### config.mk
export PLATFORM = sky130hd
export DESIGN_NAME = pqr5_lsu
export DESIGN_NICKNAME = d
export VERILOG_FILES = /design/src/rtl/pqr5_lsu.sv
export SDC_FILE = /design/constraint.sdc
export NUM_CORES = 1
export LEC_CHECK = 0
export CORE_MARGIN = 1.5
export CORE_UTILIZATION = 35
export CTS_BUF_LIST = sky130_fd_sc_hd__clkbuf_4
export DETAILED_ROUTE_END_ITERATION = 10
export PLACE_DENSITY_LB_ADDON = 0.12
export SLEW_MARGIN = 20
export SYNTH_ARGS = -nofsm -noshare
export SYNTH_HDL_FRONTEND = slang
export SYNTH_SLANG_ARGS = --single-unit
export TNS_END_PERCENT = 1
### constraint.sdc
create_clock -name clk -period 5.1 [get_ports clk]
set_input_delay 1.275 -clock clk [delete_from_list [all_inputs] [get_ports clk]]
set_output_delay 1.275 -clock clk [all_outputs]
set_load 0.03 [all_outputs]
### src/rtl/pqr5_lsu.sv
// pqr5_lsu: single-outstanding load/store unit between execute and data memory.
// Optional misaligned-request drop is enabled by defining PQR5_LSU_MISALIGN_CHK_EN.
module pqr5_lsu #(
    parameter int AW    = 32,
    parameter int RSIZE = 32
) (
    input  logic             clk,
    input  logic             srst,
    input  logic             i_req_valid,
    output logic             o_req_ready,
    input  logic             i_is_load,
    input  logic [2:0]       i_funct3,
    input  logic [AW-1:0]    i_addr,
    input  logic [RSIZE-1:0] i_wdata,
    input  logic [4:0]       i_rdaddr,
    output logic             o_dmem_req,
    input  logic             i_dmem_ack,
    output logic             o_dmem_we,
    output logic [AW-1:0]    o_dmem_addr,
    output logic [3:0]       o_dmem_be,
    output logic [RSIZE-1:0] o_dmem_wdata,
    input  logic             i_dmem_rvalid,
    input  logic [RSIZE-1:0] i_dmem_rdata,
    output logic             o_wb_valid,
    input  logic             i_wb_ready,
    output logic [4:0]       o_wb_rdaddr,
    output logic [RSIZE-1:0] o_wb_data,
    output logic             o_misalign
);
    typedef enum logic [2:0] {IDLE, REQ, RESP, WB, MIS} state_t;
    state_t           state_q;
    logic             we_q;
    logic [AW-1:0]    addr_q;
    logic [2:0]       f3_q;
    logic [3:0]       be_q, be_d;
    logic [RSIZE-1:0] wdata_q, wdata_d;
    logic [4:0]       rd_q;
    logic [RSIZE-1:0] wb_data_q, ld_d, shifted;
    logic             mis_d;
    always_comb begin
        be_d    = i_funct3[1:0] == 2'b00 ? 4'b0001 << i_addr[1:0] :
                  i_funct3[1:0] == 2'b01 ? 4'b0011 << {i_addr[1], 1'b0} : 4'b1111;
        wdata_d = i_funct3[1:0] == 2'b00 ? {4{i_wdata[7:0]}} :
                  i_funct3[1:0] == 2'b01 ? {2{i_wdata[15:0]}} : i_wdata;
        shifted = i_dmem_rdata >> {addr_q[1:0], 3'b000};
        // funct3[2] selects zero-extension; sizes 2 and 3 both return the full word
        ld_d    = f3_q[1] ? shifted :
                  f3_q[0] ? {{16{~f3_q[2] & shifted[15]}}, shifted[15:0]} :
                            {{24{~f3_q[2] & shifted[7]}}, shifted[7:0]};
    end
`ifdef PQR5_LSU_MISALIGN_CHK_EN
    assign mis_d      = i_funct3[1] ? |i_addr[1:0] : i_funct3[0] & i_addr[0];
    assign o_misalign = state_q == MIS;
`else
    assign mis_d      = 1'b0;
    assign o_misalign = 1'b0;
`endif
    always_ff @(posedge clk) begin
        if (srst) begin
            state_q   <= IDLE;
            we_q      <= 1'b0;
            addr_q    <= '0;
            f3_q      <= '0;
            be_q      <= '0;
            wdata_q   <= '0;
            rd_q      <= '0;
            wb_data_q <= '0;
        end else begin
            case (state_q)
                IDLE: if (i_req_valid) begin
                    we_q    <= ~i_is_load;
                    addr_q  <= i_addr;
                    f3_q    <= i_funct3;
                    be_q    <= be_d;
                    wdata_q <= wdata_d;
                    rd_q    <= i_rdaddr;
                    state_q <= mis_d ? MIS : REQ;
                end
                REQ: if (i_dmem_ack) begin
                    state_q <= we_q ? IDLE : i_dmem_rvalid ? WB : RESP;
                    if (!we_q && i_dmem_rvalid) wb_data_q <= ld_d;
                end
                RESP: if (i_dmem_rvalid) begin
                    wb_data_q <= ld_d;
                    state_q   <= WB;
                end
                WB: if (i_wb_ready) state_q <= IDLE;
                default: state_q <= IDLE;
            endcase
        end
    end
    assign o_req_ready  = state_q == IDLE;
    assign o_dmem_req   = state_q == REQ;
    assign o_wb_valid   = state_q == WB;
    assign o_dmem_we    = we_q;
    assign o_dmem_addr  = {addr_q[AW-1:2], 2'b00};
    assign o_dmem_be    = be_q;
    assign o_dmem_wdata = wdata_q;
    assign o_wb_rdaddr  = rd_q;
    assign o_wb_data    = wb_data_q;
endmodule

==> impl_metrics.tcl, run 1 <==
set metrics [dict create \
    run_status "complete, no violations" \
    die_h_um 125 \
    synth-async-reset-ratio_pct 0 \
    clock_latency_ps 480 \
    diodes 0 \
    tns_ps 0 \
    dr.pass1.iters 5 \
    fmax_mhz 314 \
    num_rows 44 \
    ys_seq_area_share_pct 43.0 \
    r2r_start "addr_q[1]" \
    p_leak_uw 0.00254 \
    ctsHoldBuffers 0 \
    wire_per_inst_um 15.4 \
    track_usage_pct 19.3 \
    viasPerCell 4.96 \
    r2r_slack_ps 2590 \
    yosysWarnings 0 \
    path_clk_slew_ps 160 \
    cts_tree "built" \
    reg2reg_depth 4 \
    final_max_slew_viol_count 0 \
    min_from "addr_q[27]" \
    routed_wl_mm 15.1 \
    synth-seq-cells 111 \
    required_ps 3830 \
    antenna_found_initial 0 \
    core_area_mm2 0.0145 \
    dp_slack_ps 1720 \
    yosysMostFrequentCell "nand2_1" \
    synth_common_cells "165 x nand2_1, 111 x dfxtp_1, 67 x a21oi_1, 59 x nor2_1, 39 x buf_4" \
    ios 221 \
    num_vias 4866 \
    worstMarginPinSlew_ps 1010 \
    start_util_pct 35.7 \
    relSlewSlack_pct 32.6 \
    start_kind "flop" \
    cts_setup_buffers 0 \
    route.detailed.drc 0 \
    fin_crit_sh_pct 62.5 \
    setup_violations 0 \
    worst_slack_ps 1910 \
    clk_path_buf_depth 2 \
    grt_pass1_wl_mm 24.3 \
    h-tree-depth 3 \
    crit_fanout 10 \
    synth_edf_count 0 \
    drtIter0Drc 259 \
    crit_type "reg -> out" \
    grt_max_degree 112 \
    final_util_pct 50.3 \
    synthCells 638 \
    crit_path_end_kind "output pin" \
    whs_path_depth 2 \
    netlist_top_cells_area "dfxtp_1 43%, nand2_1 12%, a21oi_1 6.5%" \
    synth_top_flop_cell "dfxtp_1" \
    synth_top_area_cell "dfxtp_1" \
    grt-ovfl-total 0 \
    skew_ps 17.7 \
    root_buffer "clkbuf_4" \
    port_buffers 217 \
    hold_path.class "reg -> reg" \
    synth_cell_type_count 37 \
    dieArea_mm2 0.0155 \
    post-route-min-period_ps 3190 \
    drive_above_1_share_pct 6.90 \
    hold_path_end "addr_q[27]" \
    gp_congestion 0.795 \
    post_cts_resize_count 0 \
    max-cap-violations 0 \
    cp.arrival_ps 1910 \
    clock_sinks 111 \
    r2r_end "o_wb_data[30]" \
    netlist.area_leader.share_pct 43.0 \
    fillers 1408 \
    powerDensity_mw_per_mm2 282 \
    hold_viol_final 0 \
    area_growth_syn_to_layout_pct 40.9 \
    grt_pass1_vias 4767 \
    rsz0062_at_grt "no" \
    hpwlAfterDp_mm 10.5 \
    nNetsFinal 903 \
    cts_made_buffers 9 \
    max-vdd-ir-drop_mv 0.114 \
    die_x_um 125 \
    drt.antenna.violating_nets 0 \
    netlist_area_mm2 0.00517 \
    synth_area_per_cell_um2 8.11 \
]
[stage by stage]
step,instance area (um^2),std cells,power (uW),hold slack (ps)
detailed placement,7160,965,1640,446
CTS,7290,981,2090,466
global placement,7150,965,1630,442
global route,7290,981,2170,481
finish,7290,981,2060,463
floorplan,5180,640,1380,437
[sequential cells by signal, summed over array words and instances (netlist names)]
name / count
f3_q: 3
o_dmem_wdata: 32
addr_q: 32
o_dmem_we: 1
o_wb_rdaddr: 5
o_dmem_be: 4
o_wb_data: 32
state_q: 2
[power by group]
group | internal, uW | leakage (uW) | switching (uW)
registers | 937 | 0.000910 | 45.4
clock network | 153 | 0.0000719 | 294
logic | 278 | 0.00156 | 351
total | 1370 | 0.00254 | 690
[critical path, cell delays in order (launching register included)]
cell,delay (ps)
dfxtp_1,550
nor2b_1,200
clkdlybuf4s50_1,690
[how the worst max path moves through the flow]
stage                          start               end  cells past startpoint  slack [ps]
finish                    state_q[0]        o_dmem_req                      2        1910
global route              state_q[0]        o_dmem_req                      2        1770
CTS                       state_q[0]        o_dmem_req                      2        1850
detailed placement       i_funct3[1]  o_dmem_wdata[10]                      4        1720
global placement         i_funct3[1]  o_dmem_wdata[13]                      4        1820
floorplan           i_dmem_rdata[15]     o_wb_data[20]                      5        2660
[per-layer routing]
layer / track usage, % / vias up / wire [um]
li1: - / 2427 / -
met1: 23.8 / 2256 / 6570
met2: 31.6 / 168 / 6990
met3: 6.40 / 15 / 1290
met4: 6.69 / 0 / 245
met5: 0 / - / 0
[cell type report]
type	count	area, um^2	area share (%)
Multi-Input combinational cell	447	2490	34.1
Clock buffer	10	75.1	1.03
Tap cell	184	230	3.16
Clock inverter	6	58.8	0.807
Sequential cell	111	2220	30.5
Timing Repair Buffer	222	2210	30.3
Inverter	1	3.75	0.0515
[cell families (layout without fill, tap and decap cells)]
kind of cell	Yosys count	count (layout)	synth area share, %
AND/OR/NAND/NOR	248	248	19.5
AO/OA/AOI/OAI	154	154	19.7
flip-flops	111	111	43.0
buffers and inverters	82	239	9.24
multiplexers	42	42	8.59
other	1	3	0.0725
[placed cells by master, fill, tap and decap left out, types with 9 or more instances in the layout]
| cell type | instances |
|---|---|
| dfxtp_1 | 111 |
| mux2_2 | 15 |
| clkdlybuf4s50_1 | 216 |
| a211oi_2 | 10 |
| o21ai_0 | 25 |
| mux2i_1 | 26 |
| a21oi_1 | 67 |
| o211ai_1 | 9 |
| nor2_1 | 59 |
| clkbuf_4 | 10 |
| a211oi_1 | 26 |
| nand2_1 | 164 |
No activity file was read; power rests on OpenSTA's default activity.
==> run 2: changes to the inputs <==
==> constraint.sdc (replaced) <==
create_clock -name clk -period 2.8 [get_ports clk]
set_input_delay 0.7 -clock clk [delete_from_list [all_inputs] [get_ports clk]]
set_output_delay 0.7 -clock clk [all_outputs]
set_load 0.03 [all_outputs]
==> impl_metrics.tcl, run 2 (same netlist as run 1, synthesis figures left out) <==
set metrics [dict create \
    dp_slack_ps 360 \
    path_cells "and2_1, clkdlybuf4s50_1" \
    max_stage_delay_ps 680 \
    top_usage_layer "met2" \
    powerDensity_mw_per_mm2 499 \
    met3_usage_pct 6.10 \
    cts_made_buffers 9 \
    clk_path_buf_depth 2 \
    slowest_stage "clkdlybuf4s50_1" \
    wire_per_inst_um 15.5 \
    skew_ps 17.0 \
    dpl_cell_area_mm2 0.00727 \
    core_area_mm2 0.0145 \
    relSlewSlack_pct 56.9 \
    max-cap-violations 0 \
    worstMarginPinSlew_ps 645 \
    nNetsFinal 912 \
    met1_usage_pct 23.2 \
    port_buffers 217 \
    grt-ovfl-total 0 \
    area_growth_syn_to_layout_pct 42.5 \
    final_max_slew_viol_count 0 \
    clock_sinks 111 \
    final_util_pct 50.9 \
    fmax_mhz 385 \
    tns_ps 0 \
    rsz0062_at_grt "no" \
    dieArea_mm2 0.0155 \
    worst_slack_ps 199 \
    grt_max_degree 68 \
    hold_path.class "reg -> reg" \
    drive_above_1_share_pct 7.84 \
    cts_tree "built" \
    track_usage_pct 19.5 \
    num_vias 4888 \
    die_x_um 125 \
    fillers 1430 \
    hold_viol_final 0 \
    cts_setup_buffers 0 \
    dr.pass1.iters 4 \
    crit_type "reg -> out" \
    required_ps 2100 \
    grt_pass1_vias 4885 \
    run_status "complete, no violations" \
    path_clk_slew_ps 170 \
    gp_congestion 0.829 \
    layout_commonest_cell "clkdlybuf4s50_1" \
    die_h_um 125 \
    num_rows 44 \
    drtIter0Drc 342 \
    hpwlAfterDp_mm 11.0 \
    crit_fanout 10 \
    routed_wl_mm 15.3 \
    start_kind "flop" \
    drt.antenna.violating_nets 0 \
    post-route-min-period_ps 2600 \
    grt_pass1_wl_mm 24.7 \
    root_buffer "clkbuf_4" \
    cp.arrival_ps 1900 \
    viasPerCell 4.95 \
    crit_path_end_kind "output pin" \
    post_cts_resize_count 0 \
    ios 221 \
    setup_violations 0 \
    p_leak_uw 0.00259 \
    max-vdd-ir-drop_mv 0.254 \
    fin_crit_sh_pct 92.9 \
    final_cell_mix "216 x clkdlybuf4s50_1, 164 x nand2_1, 111 x dfxtp_1" \
    diodes 0 \
    antenna_found_initial 0 \
    start_util_pct 35.7 \
    route.detailed.drc 0 \
    fin_area_mm2 0.00737 \
    grt_use_met2_pct 32.9 \
    h-tree-depth 3 \
    ctsHoldBuffers 0 \
    clock_latency_ps 480 \
]
run 2: cell count changes in the layout (fill, tap and decap cells not counted):
cell	delta
clkinv_1	-1
clkbuf_4	-1
buf_12	+4
buf_6	-1
buf_4	+6
bufinv_16	-1
inv_6	+1
run 2: path summary, 6_finish.rpt:
check	startpoint	endpoint	slack [ps]	cells after the start
worst max-delay path	state_q[0]	o_wb_valid	200	2
worst min register to register	o_dmem_wdata[29]	o_dmem_wdata[29]	470	2
worst min-delay path	o_dmem_wdata[29]	o_dmem_wdata[29]	470	2
worst max register to register	addr_q[1]	o_wb_data[25]	880	5
run 2: per-stage QoR:
step | std cells | hold slack [ps] | power (uW)
floorplan | 640 | 437 | 2510
global placement | 974 | 442 | 2990
detailed placement | 974 | 447 | 3000
CTS | 988 | 469 | 3720
global route | 988 | 492 | 3870
finish | 988 | 466 | 3680
run 2: report_power, final:
part / total [uW] / switching [uW] / leakage (uW) / internal (uW)
Clock: 713 / 537 / 0.0000561 / 176
Sequential: 1790 / 78.3 / 0.000910 / 1710
Combinational: 1180 / 652 / 0.00162 / 526
Total: 3680 / 1270 / 0.00259 / 2410
run 2: metal layers:
metal | share of wire (%) | vias up
li1 | - | 2452
met1 | 43 | 2258
met2 | 47 | 162
met3 | 8.4 | 16
met4 | 1.9 | 0
met5 | 0 | -
run 2: critical path: cells and delay by family (launching register included):
kind                   cells  cell delay (ps)
and+or+nand+nor            1              180
buffers and inverters      1              680
DFF                        1              560
run 2: cell type report:
class	count	area, um^2	share of cell area [%]
sequential	111	2220	30.1
inverter	1	3.75	0.0509
clock inverter	5	33.8	0.458
timing repair buffer	231	2320	31.5
multi-input combinational	447	2490	33.8
tap	184	230	3.12
clock buffer	9	67.6	0.917
